==> src/rtl/multi_dev_sweep_ctrl.sv <==
// Request-timing sweep engine: calibrates each device's solo req/ack latency, then sweeps
// the request offset of channels 1..N-1 against channel 0 and keeps the worst latency seen.
module multi_dev_sweep_ctrl #(
    parameter int unsigned NUM_CH  = 4,
    parameter int unsigned CNT_W   = 16,
    parameter int unsigned OFS_MAX = 32,
    parameter int unsigned TIMEOUT = 1024,
    parameter int unsigned STAGGER = 0
) (
    input  logic                    clk_i,
    input  logic                    rst_ni,
    input  logic                    start_i,
    output logic [NUM_CH-1:0]       dev_req_o,
    input  logic [NUM_CH-1:0]       dev_ack_i,
    output logic                    busy_o,
    output logic                    done_o,
    output logic                    error_o,
    output logic [NUM_CH-1:0]       timeout_ch_o,
    output logic [CNT_W-1:0]        sweep_ofs_o,
    output logic [NUM_CH*CNT_W-1:0] base_lat_o,
    output logic [NUM_CH*CNT_W-1:0] worst_lat_o
);

    localparam int unsigned      IdxW    = $clog2(NUM_CH);
    localparam logic [CNT_W-1:0] TmoVal  = CNT_W'(TIMEOUT);
    localparam logic [CNT_W-1:0] OfsLast = CNT_W'(OFS_MAX);

    typedef enum logic [2:0] {StIdle, StCal, StSweep, StDone, StErr} state_e;

    state_e            state_q, state_d;
    logic [IdxW-1:0]   idx_q, idx_d;
    logic              active_q, active_d;
    logic [CNT_W-1:0]  ofs_q, ofs_d;
    logic [CNT_W-1:0]  rnd_q, rnd_d;
    logic [NUM_CH-1:0] req_q, req_d;
    logic [NUM_CH-1:0] fin_q, fin_d;
    logic [NUM_CH-1:0] tmo_q, tmo_d;
    logic [CNT_W-1:0]  cnt_q   [NUM_CH];
    logic [CNT_W-1:0]  cnt_d   [NUM_CH];
    logic [CNT_W-1:0]  base_q  [NUM_CH];
    logic [CNT_W-1:0]  base_d  [NUM_CH];
    logic [CNT_W-1:0]  worst_q [NUM_CH];
    logic [CNT_W-1:0]  worst_d [NUM_CH];

    logic [CNT_W-1:0]  cnt_inc [NUM_CH];
    logic [CNT_W-1:0]  lat     [NUM_CH];
    logic [NUM_CH-1:0] hs_end, hs_tmo;
    logic              cal_launch, rnd_launch;
    logic [CNT_W-1:0]  rnd_ofs;

    // Launch delay of channel k relative to the round edge, saturating at CNT_W bits.
    function automatic logic [CNT_W-1:0] ch_delay(input int unsigned k,
                                                  input logic [CNT_W-1:0] o);
        logic [2*CNT_W-1:0] prod;
        if (STAGGER == 0) begin
            return (k == 0) ? '0 : o;
        end
        prod = (2*CNT_W)'(k) * (2*CNT_W)'(o);
        return (|prod[2*CNT_W-1:CNT_W]) ? '1 : prod[CNT_W-1:0];
    endfunction

    // Per-channel handshake: count edges with req high; ack wins over timeout on the same edge.
    always_comb begin
        for (int unsigned k = 0; k < NUM_CH; k++) begin
            cnt_inc[k] = (cnt_q[k] == '1) ? cnt_q[k] : cnt_q[k] + CNT_W'(1);
            lat[k]     = cnt_inc[k];
            hs_end[k]  = 1'b0;
            hs_tmo[k]  = 1'b0;
            if (req_q[k]) begin
                if (dev_ack_i[k]) begin
                    hs_end[k] = 1'b1;
                end else if (cnt_inc[k] >= TmoVal) begin
                    hs_end[k] = 1'b1;
                    hs_tmo[k] = 1'b1;
                    lat[k]    = TmoVal;
                end
            end
        end
    end

    always_comb begin
        state_d    = state_q;
        idx_d      = idx_q;
        active_d   = active_q;
        ofs_d      = ofs_q;
        rnd_d      = rnd_q;
        req_d      = req_q;
        fin_d      = fin_q;
        tmo_d      = tmo_q;
        cnt_d      = cnt_q;
        base_d     = base_q;
        worst_d    = worst_q;
        cal_launch = 1'b0;
        rnd_launch = 1'b0;
        rnd_ofs    = ofs_q;

        for (int unsigned k = 0; k < NUM_CH; k++) begin
            if (req_q[k]) begin
                if (hs_end[k]) begin
                    req_d[k] = 1'b0;
                    fin_d[k] = 1'b1;
                    tmo_d[k] = tmo_q[k] | hs_tmo[k];
                    if (state_q == StCal) begin
                        base_d[k] = lat[k];
                    end else if (lat[k] > worst_q[k]) begin
                        worst_d[k] = lat[k];
                    end
                end else begin
                    cnt_d[k] = cnt_inc[k];
                end
            end
        end

        case (state_q)
            StIdle, StDone, StErr: begin
                if (start_i) begin
                    state_d  = StCal;
                    idx_d    = '0;
                    active_d = 1'b0;
                    ofs_d    = '0;
                    rnd_d    = '0;
                    req_d    = '0;
                    fin_d    = '0;
                    tmo_d    = '0;
                    cnt_d    = '{default: '0};
                    base_d   = '{default: '0};
                    worst_d  = '{default: '0};
                end
            end
            StCal: begin
                if (!active_q) begin
                    active_d   = 1'b1;
                    cal_launch = 1'b1;
                end else if (fin_q[idx_q]) begin
                    if (|tmo_q) begin
                        state_d  = StErr;
                        active_d = 1'b0;
                    end else if (idx_q == IdxW'(NUM_CH - 1)) begin
                        state_d    = StSweep;
                        rnd_launch = 1'b1;
                        rnd_ofs    = '0;
                    end else begin
                        idx_d      = idx_q + IdxW'(1);
                        cal_launch = 1'b1;
                    end
                end
            end
            StSweep: begin
                if (&fin_q) begin
                    if (|tmo_q) begin
                        state_d  = StErr;
                        active_d = 1'b0;
                    end else if (ofs_q == OfsLast) begin
                        state_d  = StDone;
                        active_d = 1'b0;
                    end else begin
                        rnd_launch = 1'b1;
                        rnd_ofs    = ofs_q + CNT_W'(1);
                    end
                end else begin
                    rnd_d = (rnd_q == '1) ? rnd_q : rnd_q + CNT_W'(1);
                    for (int unsigned k = 0; k < NUM_CH; k++) begin
                        if (!req_q[k] && !fin_q[k] && rnd_q == ch_delay(k, ofs_q)) begin
                            req_d[k] = 1'b1;
                            cnt_d[k] = '0;
                        end
                    end
                end
            end
            default: state_d = StIdle;
        endcase

        if (cal_launch) begin
            fin_d        = '0;
            req_d[idx_d] = 1'b1;
            cnt_d[idx_d] = '0;
        end
        // Round edge: zero-delay channels launch now, the rest count off rnd_q.
        if (rnd_launch) begin
            fin_d = '0;
            ofs_d = rnd_ofs;
            rnd_d = CNT_W'(1);
            for (int unsigned k = 0; k < NUM_CH; k++) begin
                if (ch_delay(k, rnd_ofs) == '0) begin
                    req_d[k] = 1'b1;
                    cnt_d[k] = '0;
                end
            end
        end
    end

    always_ff @(posedge clk_i or negedge rst_ni) begin
        if (!rst_ni) begin
            state_q  <= StIdle;
            idx_q    <= '0;
            active_q <= 1'b0;
            ofs_q    <= '0;
            rnd_q    <= '0;
            req_q    <= '0;
            fin_q    <= '0;
            tmo_q    <= '0;
            cnt_q    <= '{default: '0};
            base_q   <= '{default: '0};
            worst_q  <= '{default: '0};
        end else begin
            state_q  <= state_d;
            idx_q    <= idx_d;
            active_q <= active_d;
            ofs_q    <= ofs_d;
            rnd_q    <= rnd_d;
            req_q    <= req_d;
            fin_q    <= fin_d;
            tmo_q    <= tmo_d;
            cnt_q    <= cnt_d;
            base_q   <= base_d;
            worst_q  <= worst_d;
        end
    end

    assign dev_req_o    = req_q;
    assign busy_o       = (state_q == StCal) || (state_q == StSweep);
    assign done_o       = (state_q == StDone);
    assign error_o      = (state_q == StErr);
    assign timeout_ch_o = tmo_q;
    assign sweep_ofs_o  = ofs_q;

    for (genvar g = 0; g < NUM_CH; g++) begin : g_pack
        assign base_lat_o[g*CNT_W +: CNT_W]  = base_q[g];
        assign worst_lat_o[g*CNT_W +: CNT_W] = worst_q[g];
    end

endmodule

==> config.mk <==
export PLATFORM = sky130hd
export DESIGN_NAME = multi_dev_sweep_ctrl
export DESIGN_NICKNAME = d
export VERILOG_FILES = /design/src/rtl/multi_dev_sweep_ctrl.sv
export SDC_FILE = /design/constraint.sdc
export NUM_CORES = 1
export LEC_CHECK = 0
export ABC_AREA = 1
export CAP_MARGIN = 20
export CORE_MARGIN = 1.5
export CORE_UTILIZATION = 45
export CTS_CLUSTER_DIAMETER = 150
export DETAILED_ROUTE_END_ITERATION = 8
export PLACE_DENSITY_LB_ADDON = 0.05
export SLEW_MARGIN = 20
export SYNTH_ARGS = -nofsm -noshare
export SYNTH_HDL_FRONTEND = slang
export SYNTH_SLANG_ARGS = --single-unit
export TNS_END_PERCENT = 50
==> constraint.sdc <==
create_clock -name clk_i -period 5.1 [get_ports clk_i]
set_clock_uncertainty 0.1 [all_clocks]
set_input_delay 0.51 -clock clk_i [delete_from_list [all_inputs] [get_ports clk_i]]
set_output_delay 0.51 -clock clk_i [all_outputs]
set_load 0.01 [all_outputs]
==> run_results.csv, run 1 <==
group,metric,value,unit
grt,overflow,0,
clock_tree,post_cts_buffers,0,
setup_path,path_common_cell,"nand2_1",
setup_path,path_cells,"ha_1 -> nand3_1 -> nor3_2 -> nand3_1 -> nand3_1 -> nor2_4 -> nand3_2 -> nand2_1 -> nand2_1 -> inv_1 -> ha_1 -> nand2_1 -> nor4_1 -> nand2_1 -> nand2_1 -> nand2_1 -> nor2_1 -> nand3_2 -> o21ai_0 -> a21oi_1",
cells_and_area,diodes,0,
cells_and_area,final_util,0.541,
route,vias,14800,
timing,period_share,0.865,
clock_tree,clk_path_buf_depth,3,
die,start_util,0.459,
die,coreArea,0.0347,mm²
cells_and_area,areaGrowthSynthToFinish,18.0,%
setup_path,crit_type,"reg -> reg",
logic_synthesis,ys_warn_count,0,
timing,final_hold_viol_count,0,
route,ant_nets,0,
clock_tree,cts_made_buffers,29,
setup_path,worst-r2r-cell-count,20,
setup_path,r2r_slack,0.69,ns
setup_path,critPathSlowestCell,"nand3_2",
logic_synthesis,ys_async_sr_fraction,1.00,
placement,placed_cells,2792,
timing,setup_slack,0.688,ns
logic_synthesis,synth.top_cell.area_share,0.380,
setup_path,cp_max_fo,32,
hold_path,worst_hold_path.num_cells,2,
run,maxCapViolations,0,
route,drtPass1Iterations,5,
route,totalWireLength,46.9,mm
clock_tree,cts_resized,0,
hold_path,min_from,"base_lat_o[31]",
logic_synthesis,synthTopCellsByCount,"nand2_1 (501), nor2_1 (394), inv_1 (270), dfrtp_1 (242), nand3_1 (123)",
clock_tree,root_buffer,"clkbuf_16",
timing,worstMarginPinSlew,0.876,ns
setup_path,crit_start,"cnt_q[48]",
logic_synthesis,yosysMostFrequentCell,"nand2_1",
hold_path,hp-class,"reg -> reg",
placement,place_congestion,0.925,
cells_and_area,stdcell_area,0.0188,mm²
pwr,cellLeakagePower,0.00952,µW
placement,io_buffers,161,
die,die-area,0.0365,mm²
setup_path,cpPeakStageDelay,0.49,ns
setup_path,worstSetupStartpointType,"flip-flop",
die,die_h,191,µm
timing,rsz0062_at_grt,"no",
setup_path,cp.arrival,4.73,ns
setup_path,cp-end-kind,"flip-flop",
clock_tree,clk_latency,0.57,ns
logic_synthesis,synth_fp_nets,2311,
timing,finalSetupViolCount,0,
timing,period_minus_slack,4.41,ns
grt,antenna_found_initial,0,
die,io-pin-count,162,
clock_tree,cts_sinks,242,
route,vias_per_cell,5.21,
placement,pre_cts_ws,0.709,ns
clock_tree,htree_levels,1,
clock_tree,clk_pin_slew,0.06,ns
placement,placed_area,0.0178,mm²
run_status,status,"complete, no violations",
placement,dp_hpwl,34.9,mm
hold_path,min_to,"base_lat_o[31]",
timing,finalSetupTns,0,ns
grt,grt_util_all_layers,0.260,
logic_synthesis,syn_area_per_cell,7.13,µm²
cells_and_area,layout.cells.non_filler,2846,
cells_and_area,drive_above_1_share,0.0728,
logic_synthesis,ys_seq_area_frac,0.380,
clock_tree,tritoncts,"built",
logic_synthesis,synth_cell_types,60,
route,drtIter0Drc,979,
cells_and_area,fillerInstances,3395,
die,die_width,191,µm
die,rows,68,
logic_synthesis,syn_area,0.0159,mm²
pwr,ir_worst_vdd,0.293,mV
timing,relSlewSlack,0.415,
grt,grt_max_degree,106,
logic_synthesis,syn_inst,2232,
logic_synthesis,synth_edf_count,0,
pwr,power.density,504,mW/mm²
logic_synthesis,synth_top_cell_by_area,"dfrtp_1",
logic_synthesis,ys.flop_type,"dfrtp_1",
setup_path,reg2reg_to,"worst_lat_o[13]",
timing,fmax,227,MHz
grt,grt_pass1_vias,14100,
grt,grt_pass1_wl,75.8,mm
route,drc,0,
setup_path,critical_path_required,5.42,ns
cells_and_area,layout.nets,2448,
timing,drv_slew,0,
setup_path,r2r_start,"cnt_q[48]",
route,routedWlPerCell,16.5,µm
logic_synthesis,synth-seq-cells,242,
logic_synthesis,synthTopCellsByArea,"dfrtp_1 (38%), nand2_1 (12%), nor2_1 (9.3%)",
clock_tree,cts.hold.buffers_added,1,
[sequential cells by signal, indices dropped and copies added, names as in the netlist]
signal and cells:
active_q 1, base_lat_o 64, cnt_q 64, dev_req_o 4
fin_q 4, idx_q 2, rnd_q 16, state_q 3
sweep_ofs_o 16, timeout_ch_o 4, worst_lat_o 64
[placed cells by master, fill, tap and decap left out, drive strengths merged, types with 2 or more instances in the layout]
cell,count
xnor2,10
o21ai,134
xor2,46
a21o,2
nor2,423
nor3b,13
dfrtp,242
o211ai,8
ha,72
and3,3
o21a,3
nand4,43
nor3,37
a211oi,2
or2,6
mux2i,4
nand3b,3
nor4,10
inv,287
clkdlybuf4s50,160
a21oi,108
nand2,521
clkinv,11
o22ai,14
nand3,136
a31oi,3
a21boi,13
and2,7
clkbuf,42
buf,15
o31ai,3
[worst max-delay path: cells and delay by family, from the launching register on]
kind / cells / cell delay, ns
buffers and inverters: 1 / 0.07
DFF: 1 / 0.42
and+or+nand+nor: 15 / 2.68
AOI/OAI and AO/OA: 2 / 0.42
adders and majority gates: 2 / 0.59
[cell families after synthesis]
kind of cell    count (synthesis)  share of synthesized area
simple gates                 1203                      0.335
buf+inv                       359                     0.0923
compound gates                296                      0.102
flops                         242                      0.380
fa+ha+maj                      72                     0.0566
xor+xnor                       56                     0.0313
mux                             4                    0.00251
[per-layer routing]
metal  track usage  share of wire
met1         0.371           0.47
met2         0.421           0.45
met3        0.0307          0.053
met5             0              0
met4        0.0592          0.019
[cell type report]
| class | count | area, µm² | share of cell area |
|---|---|---|---|
| multi-input cells | 1631 | 8400 | 0.447 |
| flip-flops and latches | 242 | 6060 | 0.322 |
| repair buffers | 176 | 1740 | 0.0928 |
| inverters | 289 | 1090 | 0.0579 |
| clock buffers | 42 | 845 | 0.0449 |
| well taps | 455 | 569 | 0.0303 |
| clock inverters | 11 | 90.1 | 0.00479 |
[stage by stage]
stage / total power [µW] / hold WS, ns
CTS: 9540 / 0.417
finish: 9480 / 0.411
floorplan: 5720 / 0.114
global placement: 7400 / 0.402
detailed placement: 7450 / 0.408
global route: 10200 / 0.446
[power by group]
group	total (µW)	leakage, µW	internal, µW	switching, µW
clock network	2040	0.000465	1190	850
logic	4560	0.00573	1780	2780
registers	2870	0.00332	2440	431
total	9480	0.00952	5410	4060
[worst max-delay path by stage]
| stage | endpoint | cells after the start | slack, ns |
|---|---|---|---|
| floorplan | worst_lat_o[11] | 22 | 1.71 |
| global placement | worst_lat_o[25] | 21 | 0.74 |
| detailed placement | worst_lat_o[13] | 20 | 0.71 |
| CTS | worst_lat_o[11] | 20 | 0.69 |
| global route | worst_lat_o[11] | 20 | 0.04 |
| finish | worst_lat_o[13] | 20 | 0.69 |
No activity file was read; power rests on OpenSTA's default activity.
==> run 2, diff against run 1 <==
--- a/config.mk
+++ b/config.mk
@@ -12,6 +12,7 @@
 export CTS_CLUSTER_DIAMETER = 150
 export DETAILED_ROUTE_END_ITERATION = 8
 export PLACE_DENSITY_LB_ADDON = 0.05
+export SETUP_SLACK_MARGIN = 0.1
 export SLEW_MARGIN = 20
 export SYNTH_ARGS = -nofsm -noshare
 export SYNTH_HDL_FRONTEND = slang
==> run 2 against run 1 <==
Non-clock buffer count unchanged; global-route usage unchanged; final cell count unchanged; clock-buffer cell count did not move; clock power about the same; worst setup slack better by 0.048 ns; core utilization about the same; fmax up 1.1%; highest routed layer unchanged.
==> run_results.csv, run 2 (synthesis gave the netlist of run 1 again) <==
group,metric,value,unit
clock_tree,cts_made_buffers,29,
route,ant_nets,0,
cells_and_area,layout.cells.non_filler,2846,
setup_path,r2r_start,"cnt_q[32]",
cells_and_area,final_util,0.542,
timing,worstMarginPinSlew,0.876,ns
clock_tree,clk_latency,0.57,ns
die,die_h,191,µm
grt,grt_pass1_vias,14100,
setup_path,worstSetupStartpointType,"flip-flop",
run,maxCapViolations,0,
setup_path,crit_type,"reg -> reg",
placement,placed_cells,2792,
timing,setup_slack,0.736,ns
timing,relSlewSlack,0.416,
setup_path,cp_max_fo,20,
cells_and_area,layout.nets,2448,
route,vias,14800,
setup_path,cp.arrival,4.72,ns
grt,antenna_found_initial,0,
route,routedWlPerCell,16.5,µm
route,drc,0,
cells_and_area,diodes,0,
die,start_util,0.459,
die,coreArea,0.0347,mm²
cells_and_area,drive_above_1_share,0.0728,
clock_tree,clk_pin_slew,0.06,ns
pwr,power.density,504,mW/mm²
cells_and_area,areaGrowthSynthToFinish,18.1,%
timing,fmax,229,MHz
timing,period_share,0.856,
grt,grt_util_all_layers,0.260,
setup_path,r2r_slack,0.74,ns
setup_path,crit_start,"cnt_q[32]",
cells_and_area,final_common_cell,"nand2_1",
grt,grt_pass1_wl,75.8,mm
placement,io_buffers,161,
die,io-pin-count,162,
timing,final_hold_viol_count,0,
timing,finalSetupViolCount,0,
die,die_width,191,µm
placement,dp_hpwl,34.9,mm
route,totalWireLength,47.0,mm
pwr,ir_worst_vdd,0.294,mV
clock_tree,cts_sinks,242,
run_status,status,"complete, no violations",
setup_path,worst-r2r-cell-count,21,
die,die-area,0.0365,mm²
timing,finalHoldWorstSlack,0.411,ns
timing,drv_slew,0,
hold_path,hp-class,"reg -> reg",
route,drtPass1Iterations,5,
grt,grt_max_degree,106,
setup_path,critical_path_required,5.45,ns
setup_path,crit_end,"worst_lat_o[25]",
setup_path,reg2reg_to,"worst_lat_o[25]",
pwr,cellLeakagePower,0.00952,µW
timing,finalSetupTns,0,ns
cells_and_area,final_cell_mix,"nand2_1 (501), nor2_1 (393), inv_1 (269)",
timing,period_minus_slack,4.36,ns
grt,overflow,0,
route,vias_per_cell,5.21,
setup_path,cp-end-kind,"flip-flop",
clock_tree,clk_path_buf_depth,3,
clock_tree,htree_levels,1,
timing,rsz0062_at_grt,"no",
route,drtIter0Drc,1037,
clock_tree,tritoncts,"built",
placement,place_congestion,0.925,
placement,pre_cts_ws,0.709,ns
clock_tree,root_buffer,"clkbuf_16",
die,rows,68,
run 2: cell count changes in the layout (fill, tap and decap cells not counted):
cell / before / now
nand3_2: 13 / 12
nand3_4: 0 / 1
run 2: critical path, stage by stage, from the launching register on:
cell and delay (ns):
dfrtp_1 0.46, ha_1 0.29, nand3_1 0.12, nor3_2 0.21
nand3_1 0.40, nand3_1 0.29, nor2_2 0.09, nand2_2 0.14
nand2_2 0.16, nand2_1 0.21, inv_2 0.05, ha_1 0.26
nand2_1 0.06, inv_1 0.06, nand3_1 0.08, a31o_2 0.22
o211a_1 0.10, nand2_1 0.07, nand4_2 0.30, buf_4 0.33
o21ai_0 0.18, nor2_1 0.07
run 2: final cells by class:
cell class,instances,area (µm²)
fillers,3393,15900
multi-input cells,1631,8410
flip-flops and latches,242,6060
repair buffers,176,1740
inverters,289,1090
clock buffers,42,845
well taps,455,569
clock inverters,11,90.1
run 2: worst min path at each step:
stage                        start  slack (ns)  depth (start not counted)        endpoint
finish              base_lat_o[31]        0.41                          2  base_lat_o[31]
global route        base_lat_o[31]        0.45                          2  base_lat_o[31]
CTS                 base_lat_o[31]        0.42                          2  base_lat_o[31]
detailed placement  base_lat_o[31]        0.41                          2  base_lat_o[31]
global placement    base_lat_o[31]        0.40                          2  base_lat_o[31]
floorplan                   rst_ni        0.11                          0        active_q
run 2: per-layer routing:
layer | GRT usage | part of all wire | up-vias
met5 | 0 | 0 | -
met4 | 0.0592 | 0.018 | 0
met3 | 0.0307 | 0.051 | 62
met2 | 0.421 | 0.46 | 400
met1 | 0.371 | 0.47 | 6931
li1 | - | - | 7422
run 2: metrics by stage:
stage          cell area [µm²]  power (µW)
2_1_floorplan            15900        5720
3_3_place_gp             17800        7400
3_5_place_dp             17800        7450
4_1_cts                  18800        9540
5_1_grt                  18800       10200
6_report                 18800        9480
run 2: repair_timing:
item / 4_1_cts / 5_1_grt
buffers inserted: 0 / 0
endpoints found under the hold margin: 85 / 0
endpoints found under the setup margin: 0 / 2
hold buffers: 1 / 0
gates resized for setup: 0 / 1
run 2: power by group:
part	switching [µW]	internal, µW
logic	2790	1780
registers	431	2440
clock network	851	1190
total	4070	5410
